[src/rtl/mips_pkg.sv]
// Shared constants, field positions and helpers for the MIPS pipeline front end.
package mips_pkg;

    localparam logic [31:0] NOP_INSTR    = 32'h0000_0000;
    localparam logic [5:0]  MUXCOND_LOAD = 6'd1;
    localparam logic [5:0]  MUXCOND_HOLD = 6'd0;
    localparam logic [31:0] PC_STEP      = 32'd4;

    localparam int OPCODE_MSB = 31;
    localparam int OPCODE_LSB = 26;
    localparam int RS_MSB     = 25;
    localparam int RS_LSB     = 21;
    localparam int RT_MSB     = 20;
    localparam int RT_LSB     = 16;
    localparam int RD_MSB     = 15;
    localparam int RD_LSB     = 11;
    localparam int SHAMT_MSB  = 10;
    localparam int SHAMT_LSB  = 6;
    localparam int FUNCT_MSB  = 5;
    localparam int FUNCT_LSB  = 0;
    localparam int IMM_MSB    = 15;
    localparam int IMM_LSB    = 0;

    // What the front end does this cycle, in priority order hold > jump > stall > run.
    typedef enum logic [1:0] {
        FE_RUN   = 2'd0,
        FE_STALL = 2'd1,
        FE_JUMP  = 2'd2,
        FE_HOLD  = 2'd3
    } fe_action_e;

    function automatic logic [31:0] sign_ext16(input logic [15:0] v);
        return {{16{v[15]}}, v};
    endfunction

endpackage

[src/rtl/if_id_frontend_if.sv]
// Instruction memory port: the front end drives the fetch address, memory returns the word combinationally.
interface if_id_frontend_if;
    logic [31:0] imem_addr;
    logic [31:0] imem_rdata;

    modport master (output imem_addr, input imem_rdata);
    modport slave  (input imem_addr, output imem_rdata);
endinterface

[src/rtl/load_use_detect.sv]
// Load-use hazard detector: EX load writes a register that the ID instruction may read.
module load_use_detect (
    input  logic       id_valid,
    input  logic [4:0] id_rs,
    input  logic [4:0] id_rt,
    input  logic       ex_memread,
    input  logic [4:0] ex_rt,
    output logic       hazard
);
    // rt is compared even for I-type instructions that only write it; stalling there is harmless.
    assign hazard = id_valid && ex_memread && (ex_rt != 5'd0) &&
                    ((ex_rt == id_rs) || (ex_rt == id_rt));
endmodule

[src/rtl/if_id_frontend.sv]
// MIPS IF stage + IF/ID register + ID decode with load-use stall and jump flush.
// Optional hazard statistics counters when IF_ID_HAZARD_STATS_EN is defined.
module if_id_frontend
    import mips_pkg::*;
#(
    parameter logic [31:0] RESET_PC = 32'h0000_0000
) (
    input  logic                clk,
    input  logic                rst,
    if_id_frontend_if.master    imem,
    input  logic                ext_hold,
    input  logic                ex_jump,
    input  logic [31:0]         ex_jump_target,
    input  logic                ex_memread,
    input  logic [4:0]          ex_rt,
    output logic                ifid_valid,
    output logic [31:0]         ifid_pc4,
    output logic [5:0]          id_opcode,
    output logic [4:0]          id_rs,
    output logic [4:0]          id_rt,
    output logic [4:0]          id_rd,
    output logic [4:0]          id_shamt,
    output logic [5:0]          id_funct,
    output logic [31:0]         id_imm_ext,
    output logic                ctrl_bubble,
    output logic [5:0]          idex_muxcond,
    output logic                stall,
    output logic                flush
`ifdef IF_ID_HAZARD_STATS_EN
    ,
    output logic [31:0]         stall_count,
    output logic [31:0]         flush_count
`endif
);

    logic [31:0] pc_q;
    logic [31:0] ifid_instr_q;
    logic [31:0] ifid_pc4_q;
    logic        ifid_valid_q;
    logic [31:0] pc_plus4;
    logic        hazard;
    fe_action_e  action;

    assign pc_plus4       = pc_q + PC_STEP;
    assign imem.imem_addr = pc_q;

    assign ifid_valid = ifid_valid_q;
    assign ifid_pc4   = ifid_pc4_q;
    assign id_opcode  = ifid_instr_q[OPCODE_MSB:OPCODE_LSB];
    assign id_rs      = ifid_instr_q[RS_MSB:RS_LSB];
    assign id_rt      = ifid_instr_q[RT_MSB:RT_LSB];
    assign id_rd      = ifid_instr_q[RD_MSB:RD_LSB];
    assign id_shamt   = ifid_instr_q[SHAMT_MSB:SHAMT_LSB];
    assign id_funct   = ifid_instr_q[FUNCT_MSB:FUNCT_LSB];
    assign id_imm_ext = sign_ext16(ifid_instr_q[IMM_MSB:IMM_LSB]);

    load_use_detect u_load_use_detect (
        .id_valid   (ifid_valid_q),
        .id_rs      (id_rs),
        .id_rt      (id_rt),
        .ex_memread (ex_memread),
        .ex_rt      (ex_rt),
        .hazard     (hazard)
    );

    always_comb begin
        action = FE_RUN;
        if (ext_hold)
            action = FE_HOLD;
        else if (ex_jump)
            action = FE_JUMP;
        else if (hazard)
            action = FE_STALL;
    end

    always_comb begin
        idex_muxcond = MUXCOND_LOAD;
        ctrl_bubble  = 1'b0;
        stall        = 1'b0;
        flush        = 1'b0;
        case (action)
            FE_HOLD: idex_muxcond = MUXCOND_HOLD;
            FE_JUMP: begin
                ctrl_bubble = 1'b1;
                flush       = 1'b1;
            end
            FE_STALL: begin
                ctrl_bubble = 1'b1;
                stall       = 1'b1;
            end
            default: ctrl_bubble = !ifid_valid_q;
        endcase
    end

    // On a jump the IF/ID PC+4 is left as is; it is meaningless while the slot is invalid.
    always_ff @(posedge clk or negedge rst) begin
        if (!rst) begin
            pc_q         <= RESET_PC;
            ifid_instr_q <= NOP_INSTR;
            ifid_pc4_q   <= 32'h0;
            ifid_valid_q <= 1'b0;
        end else begin
            case (action)
                FE_JUMP: begin
                    pc_q         <= ex_jump_target;
                    ifid_instr_q <= NOP_INSTR;
                    ifid_valid_q <= 1'b0;
                end
                FE_RUN: begin
                    pc_q         <= pc_plus4;
                    ifid_instr_q <= imem.imem_rdata;
                    ifid_pc4_q   <= pc_plus4;
                    ifid_valid_q <= 1'b1;
                end
                default: ;
            endcase
        end
    end

`ifdef IF_ID_HAZARD_STATS_EN
    // stall/flush are already forced low under ext_hold, so hold needs no extra gating.
    always_ff @(posedge clk or negedge rst) begin
        if (!rst) begin
            stall_count <= 32'h0;
            flush_count <= 32'h0;
        end else begin
            if (stall && (stall_count != 32'hFFFF_FFFF))
                stall_count <= stall_count + 32'd1;
            if (flush && (flush_count != 32'hFFFF_FFFF))
                flush_count <= flush_count + 32'd1;
        end
    end
`endif

endmodule

[src/flat_wrapper.sv]
// flat-port wrapper written by rule: the top's interface ports become plain ports
module if_id_frontend_flat import mips_pkg::*;
#(
    parameter logic [31:0] RESET_PC = 32'h0000_0000
)
  (clk, rst, ext_hold, ex_jump, ex_jump_target, ex_memread, ex_rt, ifid_valid, ifid_pc4, id_opcode, id_rs, id_rt, id_rd, id_shamt, id_funct, id_imm_ext, ctrl_bubble, idex_muxcond, stall, flush, imem_imem_addr, imem_imem_rdata);
  if_id_frontend_if imem_i ();
  input  logic clk;
  input  logic rst;
  input  logic ext_hold;
  input  logic ex_jump;
  input  logic [31:0] ex_jump_target;
  input  logic ex_memread;
  input  logic [4:0] ex_rt;
  output logic ifid_valid;
  output logic [31:0] ifid_pc4;
  output logic [5:0] id_opcode;
  output logic [4:0] id_rs;
  output logic [4:0] id_rt;
  output logic [4:0] id_rd;
  output logic [4:0] id_shamt;
  output logic [5:0] id_funct;
  output logic [31:0] id_imm_ext;
  output logic ctrl_bubble;
  output logic [5:0] idex_muxcond;
  output logic stall;
  output logic flush;
  output wire logic [$bits(imem_i.imem_addr)-1:0] imem_imem_addr;
  input wire logic [$bits(imem_i.imem_rdata)-1:0] imem_imem_rdata;
  assign imem_imem_addr = imem_i.imem_addr;
  assign imem_i.imem_rdata = imem_imem_rdata;
  if_id_frontend #(.RESET_PC(RESET_PC)) u_core (.clk(clk), .rst(rst), .imem(imem_i), .ext_hold(ext_hold), .ex_jump(ex_jump), .ex_jump_target(ex_jump_target), .ex_memread(ex_memread), .ex_rt(ex_rt), .ifid_valid(ifid_valid), .ifid_pc4(ifid_pc4), .id_opcode(id_opcode), .id_rs(id_rs), .id_rt(id_rt), .id_rd(id_rd), .id_shamt(id_shamt), .id_funct(id_funct), .id_imm_ext(id_imm_ext), .ctrl_bubble(ctrl_bubble), .idex_muxcond(idex_muxcond), .stall(stall), .flush(flush));
endmodule
[config.mk]
export PLATFORM = sky130hd
export DESIGN_NAME = if_id_frontend_flat
export DESIGN_NICKNAME = d
export VERILOG_FILES = /design/src/rtl/mips_pkg.sv /design/src/rtl/if_id_frontend_if.sv /design/src/rtl/load_use_detect.sv /design/src/rtl/if_id_frontend.sv /design/src/flat_wrapper.sv
export SDC_FILE = /design/constraint.sdc
export NUM_CORES = 1
export LEC_CHECK = 0
export CAP_MARGIN = 40
export CORE_MARGIN = 4
export CORE_UTILIZATION = 40
export DETAILED_ROUTE_END_ITERATION = 16
export MAX_ROUTING_LAYER = met4
export PLACE_DENSITY = 0.75
export RECOVER_POWER = 100
export REMOVE_ABC_BUFFERS = 1
export SETUP_SLACK_MARGIN = 0.02
export SLEW_MARGIN = 20
export SYNTH_ARGS = -nofsm -noshare
export SYNTH_HDL_FRONTEND = slang
export SYNTH_SLANG_ARGS = --single-unit
[constraint.sdc]
create_clock -name clk -period 3.3 [get_ports clk]
set_input_delay 0.66 -clock clk [delete_from_list [all_inputs] [get_ports clk]]
set_output_delay 0.66 -clock clk [all_outputs]
set_load 0.01 [all_outputs]
Word level (Yosys, flattened, before mapping)
Cells that the tools add are included.
{ "op_classes": {"eq_ne": 5, "n_reduce_logical": 9, "n_addsub": 1, "n_mux": 10} }
{ "ops": {"columns": ["operator", "count"], "rows": [
  ["32-bit case mux with 2 select lines", 2],
  ["32-bit by 3-bit adder with 32-bit output (second input constant)", 1],
  ["5-bit == test", 2],
  ["5-bit nonzero test", 1],
  ["2-bit == test (second input constant)", 2],
  ["1-bit two-way mux", 4],
  ["2-bit two-way mux", 2],
  ["1-bit case mux with 2 select lines", 2],
  ["1-bit logical AND", 3],
  ["2-bit by 1-bit == test with 1-bit output (second input constant)", 1],
  ["2-bit logical NOT", 1],
  ["2-bit nonzero test", 1],
  ["2-bit OR reduction", 1],
  ["1-bit logical NOT", 1],
  ["1-bit logical OR", 1]
]} }
{ "totals": {"elab_cells": 29, "regBits": 97, "output_inout_bits": 138, "in_bits": 74} }

Depth between registers and ports, before layout
{ "depth": {"depth_word": 9, "mapped_depth": 12, "mapped_depth_nobuf": 11} }

Cells and area by module
A second synthesis with hierarchy kept.
{ "hier_totals": {"hier_cells": 622, "hier_area_um2": 5537.8} }
{ "by_module_without_submodules": {"columns": ["module", "n_inst", "area_each_um2", "cells_each", "seq_area_each_um2"], "rows": [
  ["if_id_frontend", 1, 5405.2, 605, 2427.3],
  ["load_use_detect", 1, 132.6, 17, 0.0]
]} }

Worst setup path before layout
No wires, ideal clock.
{ "synth_path": {"path_type": "input to register", "from": "input ex_rt[3]", "to": "register u_core.pc_q[4], in the netlist u_core.imem.imem_addr[4]", "path_slack_ns": 0.754, "setup_time_ns": 0.077, "path_buffers": 2, "path_stages": 12, "t_required_ns": 3.223, "t_arrival_ns": 2.468, "path_cell_list": "xor2_1 -> nor3_1 -> nand3_1 -> o31ai_1 -> a21oi_1 -> ha_1 -> buf_2 -> clkinv_1 -> nand2_1 -> clkbuf_1 -> o21ai_0 -> a21oi_1"} }
{ "synth_between": {"elab_chain_len": 8, "word_cells_on_any_way": 13, "cone_classes": "3 x eq/ne; 4 x mux; 6 x reduce/logical"} }
{ "synth_lines": {"columns": ["item", "line", "source"], "rows": [
  ["from (decl)", "flat_wrapper.sv:14", "input logic [4:0] ex_rt;"],
  ["5-bit == test / 5-bit nonzero test (equally long branches)", "load_use_detect.sv:12, load_use_detect.sv:11", null],
  ["1-bit logical OR / 1-bit logical AND (equally long branches)", "load_use_detect.sv:12, load_use_detect.sv:11", null],
  ["1-bit logical AND (*)", "load_use_detect.sv:11", "assign hazard = id_valid && ex_memread && (ex_rt != 5'd0) &&"],
  ["1-bit two-way mux (*)", "if_id_frontend.sv:72", "else if (hazard)"],
  ["2-bit two-way mux (*)", "if_id_frontend.sv:70", "else if (ex_jump)"],
  ["2-bit two-way mux (*)", "if_id_frontend.sv:68", "if (ext_hold)"],
  ["2-bit == test / 2-bit logical NOT (equally long branches)", "if_id_frontend.sv:103", "case (action)"],
  ["32-bit case mux with 2 select lines / 2-bit nonzero test (equally long branches)", null, null],
  ["to (signal assigned)", "if_id_frontend.sv:105", "pc_q <= ex_jump_target;"],
  ["to (signal assigned)", "if_id_frontend.sv:110", "pc_q <= pc_plus4;"],
  ["to (decl)", "if_id_frontend.sv:36", "logic [31:0] pc_q;"]
]} }
Mark *: on every way between the ends. The rest lies on a longest branch, timed or not.
A chain may end at the register's enable or synchronous reset.

Worst setup path after layout
{ "layout_path": {"from": "input ex_rt[0]", "to": "output ctrl_bubble"} }
{ "layout_between": {"elab_chain_len": 9, "word_cells_on_any_way": 14, "cone_classes": "5 x eq/ne; 4 x mux; 5 x reduce/logical"} }
{ "layout_lines": {"columns": ["item", "line", "source"], "rows": [
  ["5-bit == test / 5-bit nonzero test (equally long branches)", "load_use_detect.sv:12, load_use_detect.sv:11", null],
  ["1-bit logical OR / 1-bit logical AND (equally long branches)", "load_use_detect.sv:12, load_use_detect.sv:11", null],
  ["1-bit logical AND (*)", "load_use_detect.sv:11", null],
  ["1-bit two-way mux (*)", "if_id_frontend.sv:72", null],
  ["2-bit two-way mux (*)", "if_id_frontend.sv:70", null],
  ["2-bit two-way mux (*)", "if_id_frontend.sv:68", null],
  ["2-bit by 1-bit == test with 1-bit output / 2-bit == test (equally long branches)", "if_id_frontend.sv:81", "case (action)"],
  ["2-bit OR reduction (no source line)", null, null],
  ["1-bit case mux with 2 select lines (*)", "if_id_frontend.sv:81", null],
  ["to (decl)", "flat_wrapper.sv:24", "output logic ctrl_bubble;"]
]} }
Marks and branches as above.

==> flow_metrics.py <==
metrics = {
    "cts": {
        "root_buffer": "clkbuf_16",
        "cts_tree": "done",
        "numCtsBuffers": 9,
        "clkSinkCount": 97,
        "clk_pin_slew_worst_paths_ns": 0.06,
        "htreeDepth": 3,
        "clkLatencyLatePin_ns": 0.35,
        "post_cts_buffers": 0,
        "clockBufferDepth": 2,
    },
    "job": {
        "cap_violations": 1,
    },
    "sta": {
        "fin_crit_sh_pct": 96.2,
        "rsz0062_at_grt": "no",
        "finalSetupViolCount": 0,
        "fmax_mhz": 315,
        "max_slew.worst_pin.slew_ns": 2.44,
        "fin_crit_ns": 3.17,
        "slew_headroom_pct": -62.7,
        "skew_ns": 0.0103,
        "hold_slack_ns": 0.478,
        "hold_viol_final": 0,
        "slew_viol_final": 98,
        "setup_tns_ns": 0,
        "worst_slack_ns": 0.126,
    },
    "setup_path": {
        "worstReg2RegStart": "u_core.ifid_instr_q[20]",
        "critPathRequiredTime_ns": 2.64,
        "crit_path_end_kind": "primary output",
        "cp_data_arrival_time_ns": 2.51,
        "critPathMaxFanout": 2,
        "rrSetupSlack_ns": 0.59,
        "path_class": "input port to primary output",
        "timing.rr.end": "u_core.imem.imem_addr[14]",
        "crit_path_start_kind": "input port",
        "r2r_cells": 10,
    },
    "die": {
        "fp.dieW_um": 119,
        "start_util_pct": 41.1,
        "dieArea_um2": 14200,
        "ios": 212,
        "core_area_um2": 12100,
        "num_rows": 40,
        "fp.dieH_um": 119,
    },
    "status": {
        "outcome": "finished with violations",
        "violations": "capacitance limit, slew limit",
    },
    "placed_design": {
        "io_buffers": 206,
        "dpl_cell_area_um2": 6970,
        "dp_cells": 877,
        "hpwl_mm": 10.3,
        "post-place-ws_ns": -0.341,
        "gp_congestion": 0.810,
    },
    "hold_path": {
        "worstHoldStart": "u_core.ifid_pc4[15]",
        "hold_path.class": "register to register",
        "whs_path_depth": 1,
        "holdPathEnd": "u_core.ifid_pc4[15]",
    },
    "grt": {
        "antenna_found_initial": 0,
        "grtUsageTotal_pct": 21.2,
        "grt-ovfl-total": 0,
        "grt_max_degree": 98,
        "grt_pass1_vias": 4500,
        "grt_pass1_wl_mm": 23.8,
    },
    "routing": {
        "drt_iter0_markers": 324,
        "drt-met1-wl_mm": 6.14,
        "routed_wl_mm": 14.7,
        "wl_per_cell_um": 16.4,
        "wl_met3_um": 931,
        "route.met2.wl_mm": 7.37,
        "top_layer_used": "met4",
        "via_count": 4558,
        "ant_nets": 0,
        "drc": 0,
        "via_per_inst": 5.10,
        "firstDrtPassIters": 5,
    },
    "synth": {
        "avgSynthCellArea_um2": 8.90,
        "ys_types": 46,
        "async_reset_ff_share_pct": 100,
        "synth_cells": 557,
        "ys_seq_elements": 97,
        "synth-seq-area-share_pct": 49.0,
        "ys_warn_count": 0,
        "synth_ff_type": "dfrtp_1",
        "synth_area_um2": 4950,
        "synth_edf_count": 0,
    },
    "finish": {
        "final_util_pct": 59.9,
        "layout.cells.most_common": "dlygate4sd3_1",
        "fin_area_um2": 7230,
        "n_antenna_cell": 0,
        "syn2layout_area_growth_pct": 45.9,
        "nets": 800,
        "drive_gt1_share_pct": 5.37,
        "nFillCells": 1060,
        "final_cells": 894,
        "layout_common_cells": "dlygate4sd3_1, nand2_1, dfrtp_1, clkdlybuf4s50_1",
    },
    "power": {
        "p_per_area_nw_per_um2": 524,
        "total_power_mw": 3.79,
        "ir_worst_vdd_v": 0.000246,
        "leakagePower_nw": 3.07,
    },
}
-- sequential cells by signal, indices dropped and copies added, names as in the netlist --
signal and count:
u_core.ifid_instr_q 32, u_core.ifid_pc4 32, u_core.imem.imem_addr 32, u_core.ifid_valid 1
-- report_power, final --
group	internal [mW]	switching, mW
clock network	0.653	0.462
registers	1.39	0.201
logic	0.566	0.518
-- metal layers --
layer  vias up  global-route usage [%]
li1       2185                       -
met1      2174                    27.5
met2       174                    33.3
met3        25                    4.70
met4         0                    6.51
met5         -                       -
-- worst max-delay path by stage --
stage | depth (start not counted) | end | slack (ns) | startpoint
after floorplan | 11 | u_core.imem.imem_addr[17] | -2.73 | ex_rt[3]
after global placement | 8 | ctrl_bubble | -0.20 | ex_rt[4]
after detailed placement | 8 | ctrl_bubble | -0.34 | ex_rt[4]
after CTS | 7 | stall | 0.06 | ex_rt[0]
after global routing | 8 | ctrl_bubble | 0.03 | ex_rt[0]
final | 8 | ctrl_bubble | 0.13 | ex_rt[0]
-- what timing repair did --
item | CTS | global route
endpoints found under the hold margin | 0 | 0
pin swaps | 2 | 0
setup endpoints to repair | 3 | 2
gates resized for setup | 6 | 3
cloned | 0 | 0
hold buffers | 0 | 0
-- synth_stat cells (all sizes together) (3+ instances only) --
master | n | area [um^2]
nand4 | 7 | 50.1
a21o | 3 | 22.5
xor2 | 10 | 87.6
dfrtp | 97 | 2430
nand3 | 14 | 80.1
nand2 | 99 | 374
mux2i | 3 | 30.0
o21ai | 45 | 225
xnor2 | 27 | 236
clkbuf | 21 | 78.8
nor4 | 9 | 56.3
nor3 | 10 | 50.1
ha | 5 | 62.6
buf | 51 | 350
nor2 | 49 | 184
a21oi | 49 | 245
o22ai | 14 | 87.6
and3 | 5 | 31.3
or3 | 3 | 28.8
inv | 10 | 37.5
-- final cells by class --
class | count | area [um^2] | area share [%]
Clock inverter | 3 | 46.3 | 0.640
Clock buffer | 13 | 270 | 3.74
Inverter | 11 | 41.3 | 0.571
Timing Repair Buffer | 221 | 2150 | 29.8
Sequential cell | 97 | 2430 | 33.6
Tap cell | 168 | 210 | 2.91
Multi-Input combinational cell | 381 | 2080 | 28.8
-- logic make-up after synthesis --
family	synth area share, %
DFF	49.0
and+or+nand+nor	18.6
adders and majority gates	1.26
other	0.0757
AOI/OAI and AO/OA	13.9
xor gates and xnor gates	6.54
buffers and inverters	9.49
muxes	1.06
-- critical path, stage by stage --
cell	delay (ns)
clkdlybuf4s50_1	0.50
clkbuf_1	0.16
nor3_1	0.08
a211oi_1	0.32
a21o_1	0.19
ha_1	0.24
mux2i_1	0.16
clkbuf_1	0.20
Note: power is estimated with default switching activity, not from simulation.
